**config.mk**
```make
export PLATFORM = sky130hd
export DESIGN_NAME = demux1x8_sec
export DESIGN_NICKNAME = d
export VERILOG_FILES = /design/src/rtl/demux1x8_sec.sv
export SDC_FILE = /design/constraint.sdc
export NUM_CORES = 1
export LEC_CHECK = 0
export ABC_AREA = 1
export CAP_MARGIN = 40
export CORE_MARGIN = 3
export CORE_UTILIZATION = 49
export CTS_BUF_LIST = sky130_fd_sc_hd__clkbuf_4 sky130_fd_sc_hd__clkbuf_8 sky130_fd_sc_hd__clkbuf_16
export DETAILED_ROUTE_END_ITERATION = 16
export GPL_ROUTABILITY_DRIVEN = 0
export HOLD_SLACK_MARGIN = 0.06
export PLACE_DENSITY = 0.9
export SLEW_MARGIN = 25
export SYNTH_ARGS = -nofsm -noshare
export SYNTH_HDL_FRONTEND = slang
export SYNTH_SLANG_ARGS = --single-unit
```
**constraint.sdc**
```tcl
create_clock -name clk -period 2.93 [get_ports clk]
set_input_delay 0.293 -clock clk [delete_from_list [all_inputs] [get_ports clk]]
set_output_delay 0.293 -clock clk [all_outputs]
set_load 0.01 [all_outputs]
```
**src/rtl/demux1x8_sec.sv**
```systemverilog
// Rebuilds 8 parallel registered lanes from a time-multiplexed word stream,
// in addressed (S) or auto-scan mode, with a frame-complete handshake.
module demux1x8_sec #(
    parameter int WIDTH = 4
) (
    input  logic               clk,
    input  logic               reset,
    input  logic [WIDTH-1:0]   D,
    input  logic [2:0]         S,
    input  logic               valid_in,
    input  logic               mode,
    input  logic               clear,
    input  logic               frame_ack,
    output logic               ready,
    output logic [8*WIDTH-1:0] Y,
    output logic [7:0]         lane_valid,
    output logic [2:0]         scan_idx,
    output logic               frame_done,
    output logic               overrun
);

    typedef enum logic [1:0] {
        IDLE = 2'd0,
        FILL = 2'd1,
        DONE = 2'd2
    } state_t;

    state_t     state;
    logic       accept;
    logic [2:0] target;
    logic [7:0] lane_next;

    // ready depends on registered state only, so no input reaches an output
    assign ready     = (state != DONE);
    assign accept    = valid_in & ready & ~clear;
    assign target    = mode ? scan_idx : S;
    assign lane_next = lane_valid | (8'b1 << target);

    always_ff @(posedge clk or posedge reset) begin
        if (reset) begin
            state      <= IDLE;
            Y          <= '0;
            lane_valid <= '0;
            scan_idx   <= '0;
            frame_done <= 1'b0;
            overrun    <= 1'b0;
        end else if (clear) begin
            state      <= IDLE;
            Y          <= '0;
            lane_valid <= '0;
            scan_idx   <= '0;
            frame_done <= 1'b0;
            overrun    <= 1'b0;
        end else begin
            frame_done <= 1'b0;
            if (valid_in && !ready)
                overrun <= 1'b1;
            if (state == DONE) begin
                // Y is deliberately kept; only the written flags are dropped
                if (frame_ack) begin
                    state      <= IDLE;
                    lane_valid <= '0;
                    scan_idx   <= '0;
                end
            end else if (accept) begin
                Y[target*WIDTH +: WIDTH] <= D;
                lane_valid               <= lane_next;
                if (mode)
                    scan_idx <= scan_idx + 3'd1;
                if (lane_next == 8'hFF) begin
                    state      <= DONE;
                    frame_done <= 1'b1;
                end else begin
                    state <= FILL;
                end
            end
        end
    end

endmodule
```
==> results.ini <==
[clock_network]
clkSinkCount=47
cts.path.max_buffers=2
hold_buffers=0
insertion_delay_ps=300
clock_tree.root_cell=clkbuf_8
cts_made_buffers=5
post_cts_resized=0
tritoncts=yes
clk_pin_slew_ps=80
cts_max_level=2
postCtsSetupRepairBufs=0

[route]
wirelength_microns=6047
ant_nets=0
via_per_inst=5.168
drc=0
wl_per_cell_microns=13.71
drt-pass1-iter-count=4
drt_iter0_drc=179
vias=2279

[synth]
syn_inst=307
syn_nets=328
syn_area_per_cell_sq_um=7.964
synth-edff-count=0
synth_common_cells=107 x nand2_1, 47 x dfrtp_1, 36 x nand3_1, 30 x inv_1, 22 x nor2_1
async_flop_share_pct=100.0
ys_ff_latch=47
synth_top_area_share_pct=48.11
synth.most_common_cell=nand2_1
dominantRegCellSynth=dfrtp_1
yosysWarnings=0
synth_top_area_cell=dfrtp_1
synthTopCellsByArea=dfrtp_1 48%, nand2_1 16%, nand3_1 7.4%, inv_1 4.6%, ha_1 4.1%
yosysSeqAreaShare_pct=48.11
synth_cell_type_count=27
syn_area_sq_mm=0.002445

[setup_path]
ff2ff_setup_slack_ps=560
slowest_stage=clkdlybuf4s50_1
critical_path_class=input port to flip-flop
r2r_cells=12
cp_max_fo=6
r2r-start=scan_idx[1]
critPathBufInv=5
required_ps=3150
cp-end-kind=flip-flop
cp_top_family=buffers and inverters
crit_arrival_ps=2790
timing.rr.end=Y[1]
crit_chain=clkdlybuf4s50_1, inv_2, nand2_1, nand2_1, inv_1, ha_1, ha_1, inv_1, nand2_2, inv_2, nand2_1, nor2_1, nand3_1, o21ai_1
start_kind=input port
slowest_delay_ps=480
crit_end=Y[1]
crit_cells=14
cpMostUsedCell=nand2_1
startpoint=mode

[power]
power.density_mw_per_mm2=437.6
vdd_drop_max_mv=0.2507
leakagePower_uw=0.001639

[sta]
slew_headroom_pct=71.04
finClkSkew_ps=2.789
finalCriticalPeriod_ps=2567
finalHoldViolCount=0
holdWs_ps=153.7
finalSetupViolCount=0
slew_violations=0
fin_tns_setup_ps=0
rsz0062_at_grt=no
fmax_ghz=0.3895
layout_worst_path_cycle_share_pct=87.63
worst_slew_pin_slew_ps=433.8

[global_route]
grt_pass1_wl_microns=10670
grt_pass1_vias=2291
antenna_found_initial=0
globalRouteOverflowTotal=0
groute.usage.overall_pct=22.53
grt_start_max_net_pins=28

[cells_and_area]
stdcell_count=441
fin_util_pct=67.61
fin_nets=394
n_antenna_cell=0
post-route-cell-area_sq_mm=0.003236
fillers=363
synthToLayoutAreaGrowth_pct=32.34
drive_above_1_share_pct=10.43

[floorplanning]
num_rows=25
core_area_sq_mm=0.004786
die_h_microns=76.64
start_util_pct=51.08
io_pins=59
die-area_sq_mm=0.005873
fp.dieW_microns=76.64

[run_status]
status=finished, final reports clean

[min_path]
hold_path_class=input port to async pin

[placed_design]
dp_cells=432
numPortBuffers=58
dp_hpwl_microns=4589
dpl-instance-area_sq_mm=0.003117

[job]
maxCapViolations=0

[per-stage QoR]
step           setup slack, ps  power (uW)
2_1_floorplan            811.5       879.3
3_3_place_gp             342.3       974.2
3_5_place_dp             93.46       986.3
4_1_cts                  381.0        1413
5_1_grt                  171.8        1479
6_report                 362.5        1416
[cell usage in the layout (no fill, tap or decap), types with 5 or more instances in the layout]
master and n:
clkdlybuf4s50_1 58, ha_1 8, nand3_1 36, inv_2 5, clkbuf_8 7, o21ai_0 5, nor2_1 22, a21oi_1 5
nand2_2 5, o21ai_1 5, inv_1 29, nor2_4 6, dfrtp_1 47, nand2_1 107
[flip-flops by register name, indices dropped and copies added, names as in the netlist]
signal,count
frame_done,1
scan_idx,3
lane_valid,8
Y,32
state,2
overrun,1
[area by class of cell]
class | instances | area (sq um) | share of cell area (%)
clock buffers | 8 | 103.9 | 3.210
inverters | 36 | 137.6 | 4.254
multi-input cells | 222 | 1124 | 34.73
flip-flops and latches | 47 | 1176 | 36.35
well taps | 67 | 83.83 | 2.591
repair buffers | 61 | 610.6 | 18.87
[kinds of logic after synthesis]
| logic type | share of synthesized area [%] |
|---|---|
| and+or+nand+nor | 36.59 |
| DFF | 48.11 |
| buffers and inverters | 5.937 |
| AOI/OAI and AO/OA | 4.913 |
| adders and majority gates | 4.094 |
| xor gates and xnor gates | 0.3583 |
[metal layers]
layer  up-vias  GRT usage (%)  routed length [microns]  share of wire [%]
met5         -              0                        0                  0
li1       1099              -                        -                  -
met1      1085          28.71                     2622                 43
met4         0          8.152                      131                2.2
met3        13          4.728                      311                5.1
met2        82          37.87                     2981                 49
[where the power goes]
part | switching [uW] | total [uW] | internal (uW)
logic | 194 | 300 | 106
clock network | 210 | 434 | 225
registers | 15.6 | 681 | 666
total | 419 | 1420 | 997
[worst min-delay path by stage]
stage          start       endpoint  slack (ps)  depth (start not counted)
2_1_floorplan   D[1]           Y[1]         430                          2
3_3_place_gp   Y[12]          Y[12]         460                          2
3_5_place_dp   Y[14]          Y[14]         460                          2
4_1_cts        reset  lane_valid[4]         350                          2
5_1_grt        reset          Y[15]         160                          2
6_report       reset          Y[15]         150                          2
[worst reg2reg max path: stages (launching register included)]
cell,delay (ps)
dfrtp_1,410
nand2_1,100
nand2_1,180
inv_1,90
ha_1,240
ha_1,330
inv_1,200
nand2_2,100
inv_2,80
nand2_1,50
nor2_1,150
nand3_1,170
o21ai_1,200
No activity file was read; power rests on OpenSTA's default activity.
